[src/rtl/onehot_dec_pkg.sv]
// rtl/onehot_dec_pkg.sv - shared state enum and mode constants for the one-hot decoder
package onehot_dec_pkg;

  typedef enum logic [1:0] {
    IDLE  = 2'd0,
    HOLD  = 2'd1,
    SWEEP = 2'd2
  } state_t;

  localparam logic MODE_DIRECT = 1'b0;
  localparam logic MODE_SWEEP  = 1'b1;

endpackage

[src/rtl/onehot_decoder_seq_dwell_timer.sv]
// rtl/onehot_decoder_seq_dwell_timer.sv - dwell counter that ticks once count reaches a live limit
module dwell_timer
  import onehot_dec_pkg::*;
#(
  parameter int W = 8
) (
  input  logic         clk,
  input  logic         rst_n,
  input  logic         clear,
  input  logic         enable,
  input  logic [W-1:0] limit,
  output logic         tick
);

  logic [W-1:0] count_q;

  // >= rather than == so a limit lowered below the running count fires at once
  // instead of waiting for the counter to roll over.
  assign tick = enable & (count_q >= limit);

  // Count enabled cycles, restarting from zero on each tick or on clear.
  always_ff @(posedge clk or negedge rst_n) begin
    if (!rst_n) begin
      count_q <= '0;
    end else if (clear) begin
      count_q <= '0;
    end else if (enable) begin
      count_q <= tick ? '0 : count_q + 1'b1;
    end
  end

endmodule

[src/rtl/onehot_decoder_seq.sv]
// rtl/onehot_decoder_seq.sv - registered one-hot decoder with optional sweep mode (ONEHOT_DEC_SWEEP_EN)
module onehot_decoder_seq
  import onehot_dec_pkg::*;
#(
  parameter int SEL_W   = 4,
  parameter int DWELL_W = 8
) (
  input  logic                  clk,
  input  logic                  rst_n,
  input  logic                  en,
  input  logic                  mode,
  input  logic                  sel_valid,
  input  logic [SEL_W-1:0]      sel,
  output logic                  sel_ready,
  input  logic [DWELL_W-1:0]    dwell,
  output logic [(2**SEL_W)-1:0] out,
  output logic [SEL_W-1:0]      idx,
  output logic                  out_valid,
  output logic                  wrap
);

  localparam int OUT_W = 2**SEL_W;

  state_t             state_q, state_d;
  logic [OUT_W-1:0]   out_q, out_d;
  logic [SEL_W-1:0]   idx_q, idx_d;
  logic               wrap_d;
  logic               mode_eff;

  function automatic logic [OUT_W-1:0] decode(input logic [SEL_W-1:0] i);
    decode    = '0;
    decode[i] = 1'b1;
  endfunction

`ifdef ONEHOT_DEC_SWEEP_EN
  logic tick;
  logic wrap_q;

  assign mode_eff = mode;

  dwell_timer #(
    .W(DWELL_W)
  ) u_dwell (
    .clk    (clk),
    .rst_n  (rst_n),
    .clear  (state_q != SWEEP),
    .enable (state_q == SWEEP),
    .limit  (dwell),
    .tick   (tick)
  );

  // Wrap flag is registered alongside out so it lines up with bit 0 reappearing.
  always_ff @(posedge clk or negedge rst_n) begin
    if (!rst_n) begin
      wrap_q <= 1'b0;
    end else begin
      wrap_q <= wrap_d;
    end
  end

  assign wrap = wrap_q;
`else
  logic unused_cfg;

  // Direct-decode-only build: mode and dwell have no effect.
  assign mode_eff   = MODE_DIRECT;
  assign wrap       = 1'b0;
  assign unused_cfg = ^{mode, dwell, wrap_d};
`endif

  // Next state, next decode value and handshake; en low always wins.
  always_comb begin
    state_d   = state_q;
    out_d     = out_q;
    idx_d     = idx_q;
    wrap_d    = 1'b0;
    sel_ready = 1'b0;
    case (state_q)
      IDLE: begin
        sel_ready = en & (mode_eff == MODE_DIRECT);
        out_d     = '0;
        idx_d     = '0;
        if (en) begin
          if (mode_eff == MODE_SWEEP) begin
            state_d = SWEEP;
            idx_d   = '0;
            out_d   = decode('0);
          end else if (sel_valid) begin
            state_d = HOLD;
            idx_d   = sel;
            out_d   = decode(sel);
          end
        end
      end
      HOLD: begin
        sel_ready = 1'b1;
        if (!en || (mode_eff != MODE_DIRECT)) begin
          state_d = IDLE;
          out_d   = '0;
          idx_d   = '0;
        end else if (sel_valid) begin
          idx_d = sel;
          out_d = decode(sel);
        end
      end
`ifdef ONEHOT_DEC_SWEEP_EN
      SWEEP: begin
        if (!en || (mode_eff != MODE_SWEEP)) begin
          state_d = IDLE;
          out_d   = '0;
          idx_d   = '0;
        end else if (tick) begin
          idx_d  = idx_q + 1'b1;
          out_d  = decode(idx_d);
          wrap_d = (idx_q == '1);
        end
      end
`endif
      default: begin
        state_d = IDLE;
        out_d   = '0;
        idx_d   = '0;
      end
    endcase
  end

  // State and registered decode outputs.
  always_ff @(posedge clk or negedge rst_n) begin
    if (!rst_n) begin
      state_q <= IDLE;
      out_q   <= '0;
      idx_q   <= '0;
    end else begin
      state_q <= state_d;
      out_q   <= out_d;
      idx_q   <= idx_d;
    end
  end

  assign out       = out_q;
  assign idx       = idx_q;
  assign out_valid = |out_q;

endmodule

[config.mk]
export PLATFORM = sky130hd
export DESIGN_NAME = onehot_decoder_seq
export DESIGN_NICKNAME = d
export VERILOG_FILES = /design/src/rtl/onehot_dec_pkg.sv /design/src/rtl/onehot_decoder_seq_dwell_timer.sv /design/src/rtl/onehot_decoder_seq.sv
export SDC_FILE = /design/constraint.sdc
export NUM_CORES = 1
export LEC_CHECK = 0
export CORE_MARGIN = 3
export CORE_UTILIZATION = 34
export CTS_CLUSTER_DIAMETER = 100
export DETAILED_ROUTE_END_ITERATION = 7
export GPL_TIMING_DRIVEN = 1
export PLACE_DENSITY = 0.62
export SYNTH_ARGS = -nofsm -noshare
export SYNTH_HDL_FRONTEND = slang
export SYNTH_SLANG_ARGS = --single-unit
export TNS_END_PERCENT = 30
[constraint.sdc]
create_clock -name clk -period 1.2 [get_ports clk]
set_input_delay 0.18 -clock clk [delete_from_list [all_inputs] [get_ports clk]]
set_output_delay 0.18 -clock clk [all_outputs]
set_load 0.02 [all_outputs]
==> run metrics <==
routed wire length per instance 16.6 um; final setup fails 5; most frequent cells in the layout buf_6 (27), dfrtp_1 (21), buf_4 (18), o2bb2ai_1 (10), clkdlybuf4s50_1 (7); sequential share of the synthesized area 55.9%; Starting Density 37.0%; clock root cell clkbuf_4; CTS Buf Count 3; initial antenna violation count 0; Post-synth top flop dfrtp_1; # IOs 40; Clock Latency Late Sink about 300 ps; Layout Cells excl Fill ~160; critical-path maximum fanout 2; Max VDD drop 0.810 mV; failing checks negative setup slack; Core ar. 0.00254 sq mm; synthesized area 941 sq um; htree depth 1; CTS clock-pin slew for the worst setup and hold paths 120 ps; max capacitance violation total 0; clk buf depth 2; GRT Total Usage 17.4%; crit path kind flop to output pin; synth-to-layout area growth 61.4%; std cell rows 18; Hold Fails Final Rpt 0; first-pass GRT wire length ~4500 um; Total Wirelength 2680 um; Crit path required time around 1000 ps; port bufs 29; gpl congestion 0.798; outcome finished, violations left; worst hold path class input pin to async pin; RSZ-0062 raised after global routing yes; largest net degree at the start of global routing 22; register area 526 sq um; post-route minimum period 1540 ps; crit path DAT ~1400 ps; #FFs+latches synth 21; Yosys top cell by area dfrtp_1; commonest non-fill, non-tap cell in the layout buf_6; number of unique standard cell types used by synthesis 26; cell area after placement 0.00141 sq mm; die height 58.6 um; PwrDens 850 mW/mm^2; Die X 58.6 um; FFs w/ async S/R, synth between 90% and 100%; Multi-input gate area 387 sq um; EDFF count, synth 0; # hold bufs at CTS 0; Syn. warnings 0; Yosys top cell area share a little under three fifths; DR vias 854; cell count after synthesis 77; Final WS setup -337 ps; DRC Markers 0; First-pass DRT Iterations 4; fin crit share 128%; number of global-route vias before repair around 910; CTS sink cnt 21; Post-Route Utilization about three fifths; die area about 0.0034 sq mm; Final ANT Viol Nets 0; critical path capture point type output pin; Synth area leaders dfrtp_1 (56%), o2bb2ai_1 (9.3%), a22o_1 (3.7%); diode count 0; CP Launch Type flop; CTS tree yes; filler instances between 200 and 250; Remaining Overflow, GRT 0; layout cells sized above 1 47.0%; Synth Area per Inst ~12 sq um; clock skew about 9 ps; vias per std cell 5.27; dpl hpwl 1940 um; Initial DRC Count 9; max-slew violations 0; Lkg Pwr between 0.7 and 0.8 nW; placed cells approximately 160; Max Clk Rate between 0.6 and 0.7 GHz; Final Instance Area 0.00152 sq mm; syn nets 94; # nets final 150
[sequential cells by signal, indices dropped and copies added, names as in the netlist]
| signal | count |
|---|---|
| idx | 4 |
| state_q | 1 |
| out | 16 |
[final timing paths]
path / end / slack (ps) / from / cells past startpoint
min in group clk: idx[2] / 580 / idx[2] / 2
worst max-delay path: out_valid / -340 / out[9] / 3
worst min register to register: idx[2] / 580 / idx[2] / 2
worst min-delay path: out[1] / 210 / rst_n / 2
max in group asynchronous: idx[1] / 770 / rst_n / 2
worst max register to register: out[12] / -20 / state_q[0] / 4
[routing by layer]
layer,vias up,GRT usage (%),wire length (um)
li1,404,-,-
met1,413,22.5,1090
met2,33,28.7,1380
met3,4,5.48,184
met4,0,3.88,36
met5,-,0,0
[cell type report]
type | count | area share, %
flip-flops and latches | 21 | 34.6
multi-input cells | 48 | 25.5
well taps | 30 | 2.47
inverters | 1 | 0.247
repair buffers | 58 | 35.5
clock buffers | 4 | 1.73
[what timing repair did]
item,in CTS,in global routing
hold endpoints to repair,0,0
gates cloned,0,1
setup endpoints to repair,27,26
buffers inserted,3,3
resized for setup,98,36
pin swaps,1,2
[report_power, final]
| part | switching [mW] | total, mW | internal [mW] |
|---|---|---|---|
| Combinational | 0.115 | 0.225 | 0.110 |
| Clock | 0.205 | 0.334 | 0.130 |
| Sequential | 0.0108 | 0.732 | 0.721 |
| Total | 0.330 | 1.29 | 0.961 |
[critical path, cell delays in order (launching register included)]
cell and delay, ps:
dfrtp_1 420, nor4_2 320, nand4_1 130, buf_2 180
[through the flow]
| step | total power, mW | hold slack, ps | setup slack (ps) | setup TNS (ps) |
|---|---|---|---|---|
| floorplan | 0.840 | -116 | 31.0 | 0 |
| global route | 1.37 | 204 | -438 | -967 |
| detailed placement | 0.958 | 542 | -415 | -4810 |
| CTS | 1.29 | 212 | -311 | -411 |
| global placement | 0.953 | 548 | -428 | -4390 |
| finish | 1.29 | 206 | -337 | -444 |
[cells by family after synthesis]
kind of cell    Yosys count  synth area share (%)
simple gates             26                  18.0
buf+inv                   8                  6.38
flops                    21                  55.9
compound gates           21                  19.4
other cells               1                 0.399
[synth_stat cells (2+ instances only)]
cell and n:
a32o_2 2, nor4_1 4, or2_2 2, a21boi_0 4, nand3b_1 4, nand4_1 2
nand2_1 5, buf_2 2, dfrtp_1 21, nand2b_1 2, a22o_1 4, nand4b_1 2
o2bb2ai_1 10
Power figures use the tool's default switching activity.
